<file path="src/rtl/seq_detector_param_if.sv">
// -----------------------------------------------------------------------------
// seq_detector_param_if
// Bundles the configuration, serial-data and status signals of the programmable
// bit-pattern detector.
//   master : drives configuration / data / count_clr, observes status
//   slave  : the detector itself
// Parameters must match those of the attached seq_detector_param.
//   MAX_LEN : maximum pattern length (2..32)
//   CNT_W   : match counter width (1..32)
// -----------------------------------------------------------------------------
interface seq_detector_param_if #(
  parameter int MAX_LEN = 8,
  parameter int CNT_W   = 16
);
  localparam int LEN_W = $clog2(MAX_LEN + 1);

  logic               cfg_load;
  logic [MAX_LEN-1:0] cfg_pattern;
  logic [LEN_W-1:0]   cfg_len;
  logic               cfg_overlap;
  logic               enable;
  logic               data_valid;
  logic               data_in;
  logic               count_clr;
  logic               match;
  logic [CNT_W-1:0]   match_count;
  logic               cfg_err;
  logic               armed;

  modport master (
    output cfg_load, cfg_pattern, cfg_len, cfg_overlap,
    output enable, data_valid, data_in, count_clr,
    input  match, match_count, cfg_err, armed
  );

  modport slave (
    input  cfg_load, cfg_pattern, cfg_len, cfg_overlap,
    input  enable, data_valid, data_in, count_clr,
    output match, match_count, cfg_err, armed
  );
endinterface

</file>
<file path="src/rtl/seq_detector_param.sv">
// -----------------------------------------------------------------------------
// seq_detector_param
// Runtime-programmable serial bit-pattern detector. A cfg_load strobe latches
// pattern, length and overlap mode; qualified input bits shift into a history
// register and every completed pattern raises a one-cycle registered match
// pulse and bumps a saturating match counter.
// Ports:
//   clk   : rising-edge clock
//   reset : asynchronous active-low reset
//   bus   : seq_detector_param_if.slave (config, serial data, status)
// -----------------------------------------------------------------------------
module seq_detector_param #(
  parameter int MAX_LEN = 8,
  parameter int CNT_W   = 16
) (
  input  logic                 clk,
  input  logic                 reset,
  seq_detector_param_if.slave  bus
);
  localparam int               LEN_W   = $clog2(MAX_LEN + 1);
  localparam logic [CNT_W-1:0] CNT_MAX = '1;

  typedef enum logic [1:0] {S_UNCFG, S_RUN, S_ERR} state_t;

  state_t             state;
  logic [MAX_LEN-1:0] pat_q;     // pattern, already masked to len_q bits
  logic [MAX_LEN-1:0] mask_q;    // ones in the low len_q bits
  logic [MAX_LEN-1:0] hist;
  logic [LEN_W-1:0]   len_q;
  logic [LEN_W-1:0]   fill;      // valid history bits, capped at len_q
  logic               ovl_q;
  logic               match_q;
  logic               cfg_err_q;
  logic               armed_q;
  logic [CNT_W-1:0]   count_q;

  logic               cfg_legal;
  logic [MAX_LEN-1:0] cfg_mask;
  logic               accept;
  logic [MAX_LEN-1:0] hist_next;
  logic [LEN_W-1:0]   fill_inc;
  logic               hit;

  always_comb begin
    // NOTE: every combinational output gets a default before any conditional
    // logic, so no path leaves it unassigned and no latch is inferred.
    cfg_mask  = '0;
    cfg_legal = (bus.cfg_len >= LEN_W'(2)) && (bus.cfg_len <= LEN_W'(MAX_LEN));
    for (int i = 0; i < MAX_LEN; i++) begin
      cfg_mask[i] = (i < int'(bus.cfg_len));
    end

    // A bit coinciding with cfg_load belongs to neither configuration.
    accept    = (state == S_RUN) && bus.enable && bus.data_valid && !bus.cfg_load;
    hist_next = {hist[MAX_LEN-2:0], bus.data_in};
    fill_inc  = (fill == len_q) ? len_q : fill + LEN_W'(1);
    hit       = accept && (fill_inc == len_q) && ((hist_next & mask_q) == pat_q);
  end

  always_ff @(posedge clk or negedge reset) begin
    if (!reset) begin
      state     <= S_UNCFG;
      pat_q     <= '0;
      mask_q    <= '0;
      hist      <= '0;
      len_q     <= '0;
      fill      <= '0;
      ovl_q     <= 1'b0;
      match_q   <= 1'b0;
      cfg_err_q <= 1'b0;
      armed_q   <= 1'b0;
      count_q   <= '0;
    end else if (bus.cfg_load) begin
      // NOTE: non-blocking assignments here so every register samples the
      // pre-edge values, independent of statement order.
      match_q <= 1'b0;
      count_q <= '0;
      if (cfg_legal) begin
        state     <= S_RUN;
        pat_q     <= bus.cfg_pattern & cfg_mask;
        mask_q    <= cfg_mask;
        len_q     <= bus.cfg_len;
        ovl_q     <= bus.cfg_overlap;
        hist      <= '0;
        fill      <= '0;
        cfg_err_q <= 1'b0;
        armed_q   <= 1'b1;
      end else begin
        state     <= S_ERR;
        cfg_err_q <= 1'b1;
        armed_q   <= 1'b0;
      end
    end else begin
      match_q <= hit;
      if (accept) begin
        hist <= hist_next;
        // Non-overlap mode forgets the history so the next match needs len fresh bits.
        fill <= (hit && !ovl_q) ? '0 : fill_inc;
      end
      // count_clr wins over a simultaneous match; the pulse itself still fires.
      if (bus.count_clr) begin
        count_q <= '0;
      end else if (hit && (count_q != CNT_MAX)) begin
        count_q <= count_q + CNT_W'(1);
      end
    end
  end

  assign bus.match       = match_q;
  assign bus.match_count = count_q;
  assign bus.cfg_err     = cfg_err_q;
  assign bus.armed       = armed_q;

endmodule

</file>
<file path="src/flat_wrapper.sv">
// flat-port wrapper written by rule: the top's interface ports become plain ports
module seq_detector_param_flat 
#(
  parameter int MAX_LEN = 8,
  parameter int CNT_W   = 16
)
  (clk, reset, bus_cfg_load, bus_cfg_pattern, bus_cfg_len, bus_cfg_overlap, bus_enable, bus_data_valid, bus_data_in, bus_count_clr, bus_match, bus_match_count, bus_cfg_err, bus_armed);
  seq_detector_param_if #(.MAX_LEN(MAX_LEN), .CNT_W(CNT_W)) bus_i ();
  input  logic clk;
  input  logic reset;
  input wire logic [$bits(bus_i.cfg_load)-1:0] bus_cfg_load;
  input wire logic [$bits(bus_i.cfg_pattern)-1:0] bus_cfg_pattern;
  input wire logic [$bits(bus_i.cfg_len)-1:0] bus_cfg_len;
  input wire logic [$bits(bus_i.cfg_overlap)-1:0] bus_cfg_overlap;
  input wire logic [$bits(bus_i.enable)-1:0] bus_enable;
  input wire logic [$bits(bus_i.data_valid)-1:0] bus_data_valid;
  input wire logic [$bits(bus_i.data_in)-1:0] bus_data_in;
  input wire logic [$bits(bus_i.count_clr)-1:0] bus_count_clr;
  output wire logic [$bits(bus_i.match)-1:0] bus_match;
  output wire logic [$bits(bus_i.match_count)-1:0] bus_match_count;
  output wire logic [$bits(bus_i.cfg_err)-1:0] bus_cfg_err;
  output wire logic [$bits(bus_i.armed)-1:0] bus_armed;
  assign bus_i.cfg_load = bus_cfg_load;
  assign bus_i.cfg_pattern = bus_cfg_pattern;
  assign bus_i.cfg_len = bus_cfg_len;
  assign bus_i.cfg_overlap = bus_cfg_overlap;
  assign bus_i.enable = bus_enable;
  assign bus_i.data_valid = bus_data_valid;
  assign bus_i.data_in = bus_data_in;
  assign bus_i.count_clr = bus_count_clr;
  assign bus_match = bus_i.match;
  assign bus_match_count = bus_i.match_count;
  assign bus_cfg_err = bus_i.cfg_err;
  assign bus_armed = bus_i.armed;
  seq_detector_param #(.MAX_LEN(MAX_LEN), .CNT_W(CNT_W)) u_core (.clk(clk), .reset(reset), .bus(bus_i));
endmodule
</file>
<file path="config.mk">
export PLATFORM = sky130hd
export DESIGN_NAME = seq_detector_param_flat
export DESIGN_NICKNAME = d
export VERILOG_FILES = /design/src/rtl/seq_detector_param_if.sv /design/src/rtl/seq_detector_param.sv /design/src/flat_wrapper.sv
export SDC_FILE = /design/constraint.sdc
export NUM_CORES = 1
export LEC_CHECK = 0
export CELL_PAD_IN_SITES_DETAIL_PLACEMENT = 2
export CELL_PAD_IN_SITES_GLOBAL_PLACEMENT = 2
export CORE_MARGIN = 2
export CORE_UTILIZATION = 30
export CTS_CLUSTER_SIZE = 20
export DETAILED_ROUTE_END_ITERATION = 10
export HOLD_SLACK_MARGIN = 0.06
export PLACE_DENSITY = 0.7
export SLEW_MARGIN = 40
export SYNTH_ARGS = -nofsm -noshare
export SYNTH_HDL_FRONTEND = slang
export SYNTH_SLANG_ARGS = --single-unit
</file>
<file path="constraint.sdc">
create_clock -name clk -period 4.2 [get_ports clk]
set_input_delay 1.05 -clock clk [delete_from_list [all_inputs] [get_ports clk]]
set_output_delay 1.05 -clock clk [all_outputs]
set_load 0.02 [all_outputs]
</file>
==> impl_metrics.csv, run 1 <==
group,metric,value,unit
die,fp.dieH,96.5,µm
routing,firstDrtPassIters,4,
routing,wl_per_cell,17.6,µm
yosys,synth_area_leaders,"dfrtp_1 49%, nand2_1 6.6%, nand3_1 3.9%",
power,power_density,333,mW/mm²
critical_path,path_class,"in2reg",
sta,final_max_slew_viol_count,0,
sta,final_hold_viol_count,0,
clock_tree,ctsRootBufferMaster,"clkbuf_8",
yosys,syn_avg_cell_area,9.34,µm²
critical_path,crit_path_start_kind,"input port",
yosys,yosysTopAreaCellShare,0.487,
routing,finalWirelength,7370,µm
yosys,synth_warnings,0,
sta,grt_setup_unrepaired,"false",
yosys,synth_area_leader_cell,"dfrtp_1",
outcome,status,"completed",
power,power,1.06,mW
clock_tree,cts_hold_buf,0,
critical_path,cp_data_required_time,4.40,ns
yosys,synth.cell_area,0.00257,mm²
critical_path,arrival,3.31,ns
die,initial_core_util,0.311,
clock_tree,cts.repair.resized,0,
run,maxCapViolCount,0,
routing,drt_iter0_drc,62,
sta,setup-violations-final,0,
sta,slew_headroom,0.501,
clock_tree,clkSlewWorstSetupHoldPaths,0.09,ns
routing,final_antenna_net_count,0,
yosys,syn_nets,297,
power,p_leak,1.38,nW
place,pre_cts_ws,0.707,ns
yosys,syn_inst,275,
sta,fin_skew,0.0118,ns
sta,worst_pin_slew,0.742,ns
place,hpwl,5450,µm
place,place_congestion,0.768,
critical_path,worst-r2r-setup-slack,1.28,ns
clock_tree,clk_latency,0.31,ns
clock_tree,clk_path_buf_depth,2,
global_routing,grt_start_max_net_pins,30,
clock_tree,post_cts_buffers,0,
routing,vias,2237,
yosys,synth-seq-cells,50,
die,rows,33,
yosys,synth_seq_area_share,0.487,
clock_tree,cts.sinks,50,
sta,timing.final.ws_setup,1.09,ns
critical_path,worstPathMaxFanout,11,
worst_hold_path,whs_path_depth,1,
global_routing,antenna_found_initial,0,
yosys,synth_edf_count,0,
layout,nNetsFinal,336,
sta,finalSetupTns,0,ns
critical_path,rr_worst_depth,6,
yosys,synth-async-reset-ratio,1.00,
sta,fmax,321,MHz
clock_tree,htree_levels,2,
global_routing,grt_pass1_vias,2431,
die,ios,39,
sta,fin_crit_sh,0.741,
critical_path,cp-end-kind,"flip-flop",
routing,drc,0,
layout,syn_to_final_growth,24.0,%
yosys,ys_types,45,
global_routing,grt.total_usage,0.174,
global_routing,grt-ovfl-total,0,
clock_tree,cts_tree,"yes",
global_routing,grt_pass1_wl,12500,µm
layout,drive_gt1_frac,0.0892,
clock_tree,numCtsBuffers,5,
place,io_buffers,38,
die,die_w,96.5,µm
layout,antenna-diode-count,0,
yosys,synth_ff_type,"dfrtp_1",
power,max-vdd-ir-drop,0.125,mV
routing,via_per_inst,5.34,
die,coreArea,0.00826,mm²
die,dieArea,0.00932,mm²
sta,fin_crit,3.11,ns
worst_hold_path,hold_class,"reg2reg",
-- power breakdown --
group / total, mW / internal [mW] / switching (mW)
logic: 0.158 / 0.0742 / 0.0837
clock network: 0.363 / 0.191 / 0.172
registers: 0.539 / 0.510 / 0.0286
total: 1.06 / 0.776 / 0.285
-- worst max-delay path, stage by stage --
cell,delay (ns)
clkdlybuf4s50_1,0.44
nand2b_1,0.19
or3_1,0.56
nor4_2,0.65
a21oi_1,0.17
a31o_2,0.24
-- area by class of cell --
class | instances | area, µm²
Inverter | 4 | 15.0
Sequential cell | 50 | 1250
Clock inverter | 1 | 30.0
Fill cell | 934 | 5070
Clock buffer | 6 | 82.6
Multi-Input combinational cell | 209 | 1250
Tap cell | 105 | 131
Timing Repair Buffer | 44 | 420
-- metal layers --
| layer | track usage | up-vias | routed length [µm] |
|---|---|---|---|
| met1 | 0.222 | 1145 | 3500 |
| met2 | 0.310 | 23 | 3620 |
| met4 | 0.0423 | 0 | 77 |
| met3 | 0.0264 | 6 | 171 |
| li1 | - | 1063 | - |
| met5 | 0 | - | 0 |
-- layout by cell type (no fill, tap or decap), drive strengths merged, types with 2 or more instances in the layout --
| cell | count |
|---|---|
| a31o | 3 |
| nand3 | 20 |
| and3 | 8 |
| nor2b | 2 |
| o31ai | 2 |
| a211oi | 3 |
| ha | 2 |
| xnor2 | 5 |
| o21a | 2 |
| inv | 4 |
| nand2b | 5 |
| o22a | 2 |
| clkdlybuf4s50 | 37 |
| a21o | 2 |
| nor3 | 4 |
| o21ai | 20 |
| o211ai | 3 |
| a21oi | 18 |
| nand2 | 45 |
| buf | 7 |
| mux2i | 5 |
| and3b | 2 |
| nor2 | 16 |
| a21boi | 2 |
| mux2 | 5 |
| clkbuf | 6 |
| a22o | 2 |
| nor4b | 2 |
| dfrtp | 50 |
| o2bb2ai | 2 |
| xor2 | 3 |
| or4 | 5 |
| or3 | 9 |
-- synthesized netlist by cell type, drive strengths merged, types with 2 or more instances --
master   count
inv          4
nor2        16
nor2b        2
or3          9
clkbuf      10
mux2i        5
xor2         3
and3         8
o2bb2ai      2
and3b        2
nand3       20
a211oi       3
o21ai       20
or4          5
o211ai       3
o31ai        2
mux2         5
ha           2
a21o         2
nand2b       5
a21oi       18
nand2       45
o22a         2
a22o         2
o21a         2
nor3         4
dfrtp       50
nor4b        2
xnor2        5
a31o         3
buf          2
a21boi       2
-- path summary, 6_finish.rpt --
path                             startpoint                    endpoint
max reg2reg                 u_core.len_q[3]  u_core.bus.match_count[11]
min                        u_core.mask_q[1]            u_core.mask_q[1]
max in group asynchronous             reset            u_core.mask_q[0]
min in group asynchronous             reset              u_core.fill[0]
max                            bus_cfg_load   u_core.bus.match_count[2]
min reg2reg                u_core.mask_q[1]            u_core.mask_q[1]
-- state kept, by name (all words and copies together), names as in the netlist --
signal and cells:
u_core.state 1, u_core.len_q 4, u_core.fill 4, u_core.mask_q 7, u_core.bus.match 1, u_core.hist 7
u_core.bus.cfg_err 1, u_core.ovl_q 1, u_core.pat_q 8, u_core.bus.match_count 16
-- cells by family (layout without fill, tap and decap cells) --
family | after synthesis | count (layout) | share of synthesized area
AO/OA/AOI/OAI | 65 | 65 | 0.162
XOR/XNOR | 8 | 8 | 0.0273
adder cells (fa/ha/maj) | 2 | 2 | 0.00974
buffers and inverters | 16 | 55 | 0.0278
flip-flops | 50 | 50 | 0.487
multiplexers | 10 | 10 | 0.0414
AND/OR/NAND/NOR | 124 | 124 | 0.245
-- metrics by stage --
stage	cells	cell area, µm²	hold slack [ns]	util
4_1_cts	419	3180	0.504	0.385
3_3_place_gp	412	3070	0.466	0.372
3_5_place_dp	412	3070	0.475	0.372
2_1_floorplan	275	2570	0.445	-
6_report	419	3190	0.501	0.386
5_1_grt	419	3190	0.534	0.386
(Power assumes the default switching activity.)
==> run 2: changes to the inputs <==
PLACE_DENSITY = 0.72   (was 0.7)
clock period = 2.7 ns   (was 4.2 ns; I/O delays follow)
==> run 2 against run 1 <==
Compared with the run above:
- combinational power grew 83%
- clock-buffer cell count stayed put
- critical path depth unchanged
- critical path type is now reg2reg
- die area unchanged
- sequential share of layout area down 1.9 points
- cell count grew 4.3%
- critical endpoint is now u_core.bus.match_count[11]
- wire length up 2.9%
- clock power up 23%
- design area increased by 5.1%
- power is 48% higher
==> impl_metrics.csv, run 2 (synthesis results as in run 1) <==
group,metric,value,unit
routing,drt_iter0_drc,46,
place,io_buffers,38,
sta,final_hold_viol_count,0,
routing,final_antenna_net_count,0,
critical_path,worst-r2r-setup-slack,0.07,ns
routing,via_per_inst,5.33,
routing,finalWirelength,7590,µm
global_routing,grt_start_max_net_pins,30,
power,p_leak,1.46,nW
critical_path,r2r_end,"u_core.bus.match_count[11]",
sta,worst_pin_slew,0.504,ns
clock_tree,cts.sinks,50,
die,rows,33,
place,placed_cells,429,
sta,fin_crit,2.63,ns
critical_path,startpoint,"u_core.fill[0]",
place,hpwl,5550,µm
sta,fmax,380,MHz
layout,stdcell_area,0.00335,mm²
clock_tree,clk_path_buf_depth,2,
clock_tree,cts_tree,"yes",
layout,final_common_cell,"dfrtp_1",
critical_path,rr_worst_depth,6,
power,intPower,1.13,mW
sta,final_max_slew_viol_count,0,
layout,multi_input_area,0.00131,mm²
clock_tree,ctsRootBufferMaster,"clkbuf_8",
sta,slew_headroom,0.659,
power,switching_share,0.277,
clock_tree,numCtsBuffers,5,
sta,fin_skew,0.00784,ns
power,clockPowerShare,0.284,
global_routing,grt_pass1_vias,2523,
sta,finalSetupTns,0,ns
clock_tree,cts_hold_buf,0,
power,power_density,469,mW/mm²
layout,regArea,0.00125,mm²
die,coreArea,0.00826,mm²
power,p_switching,0.434,mW
die,fp.dieH,96.5,µm
layout,stdcell_count,437,
die,die_w,96.5,µm
sta,setup-violations-final,0,
power,power,1.57,mW
sta,fin_crit_sh,0.975,
routing,vias,2331,
routing,wl_per_cell,17.4,µm
clock_tree,clk_latency,0.31,ns
layout,drive_gt1_frac,0.154,
global_routing,antenna_found_initial,0,
critical_path,cp-end-kind,"flip-flop",
layout,nNetsFinal,355,
critical_path,cp_data_required_time,2.94,ns
sta,timing.hold.ws,0.272,ns
layout,final_cell_mix,"49 x dfrtp_1, 45 x nand2_1, 37 x clkdlybuf4s50_1",
layout,syn_to_final_growth,30.3,%
worst_hold_path,hold_class,"in2async",
critical_path,worstPathMaxFanout,6,
global_routing,grt.total_usage,0.179,
sta,timing.final.ws_setup,0.0669,ns
global_routing,grt-ovfl-total,0,
critical_path,crit_path_start_kind,"flip-flop",
die,initial_core_util,0.311,
layout,antenna-diode-count,0,
power,max-vdd-ir-drop,0.216,mV
critical_path,path_class,"reg2reg",
layout,final_util,0.405,
run,maxCapViolCount,0,
routing,firstDrtPassIters,4,
power,p_seq_frac,0.532,
die,dieArea,0.00932,mm²
layout,largest_register_ffs,16,
outcome,status,"completed",
place,place_congestion,0.776,
clock_tree,htree_levels,2,
routing,drc,0,
place,pre_cts_ws,-0.213,ns
clock_tree,clkSlewWorstSetupHoldPaths,0.09,ns
global_routing,grt_pass1_wl,12800,µm
critical_path,worstReg2RegStart,"u_core.fill[0]",
layout,n_fill_cell,904,
place,placed_cell_area,0.00321,mm²
power,pwr-share-comb,0.184,
die,ios,39,
critical_path,arrival,2.87,ns
run 2: per-layer routing:
metal,routed length [µm],track usage,share of wire,up-vias
met2,3870,0.314,0.51,26
li1,-,-,-,1108
met4,85,0.0458,0.011,0
met1,3470,0.231,0.46,1190
met5,0,0,0,-
met3,168,0.0256,0.022,7
run 2: cell type report:
| class | count | area share |
|---|---|---|
| Multi-Input combinational cell | 211 | 0.390 |
| Sequential cell | 50 | 0.374 |
| Timing Repair Buffer | 61 | 0.167 |
| Tap cell | 105 | 0.0393 |
| Clock buffer | 6 | 0.0247 |
| Inverter | 4 | 0.00449 |
run 2: worst max path at each step:
stage,end,slack [ns],cells past startpoint
after detailed placement,u_core.bus.match_count[6],-0.21,7
after floorplan,u_core.bus.match_count[5],0.02,7
after CTS,u_core.bus.match_count[6],0.03,7
after global placement,u_core.bus.match_count[11],-0.13,7
final,u_core.bus.match_count[11],0.07,6
after global routing,u_core.bus.match_count[11],-0.02,7
run 2: critical path, stage by stage, from the launching register on:
cell	delay, ns
dfrtp_2	0.47
xor2_1	0.19
or4b_1	0.56
o31a_4	0.16
or4_4	0.59
or4_1	0.50
o21ai_1	0.09
run 2: power groups by stage:
stage | clock network, mW | registers (mW) | logic [mW]
after floorplan | 0 | 0.842 | 0.152
after global placement | 0 | 0.846 | 0.275
after detailed placement | 0 | 0.849 | 0.286
after CTS | 0.464 | 0.834 | 0.292
after global routing | 0.494 | 0.844 | 0.323
final | 0.445 | 0.835 | 0.289
run 2: repair_timing:
item	4_1_cts	5_1_grt
setup buffers	0	0
pin swaps	1	1
gates cloned	1	1
endpoints found under the setup margin	8	7
resized for setup	2	6
==> run 3: changes to the inputs <==
GPL_ROUTABILITY_DRIVEN = 0   (was not set)
==> results of run 3 <==
No change in the layout: final DEF, timing and power equal those of run 2.
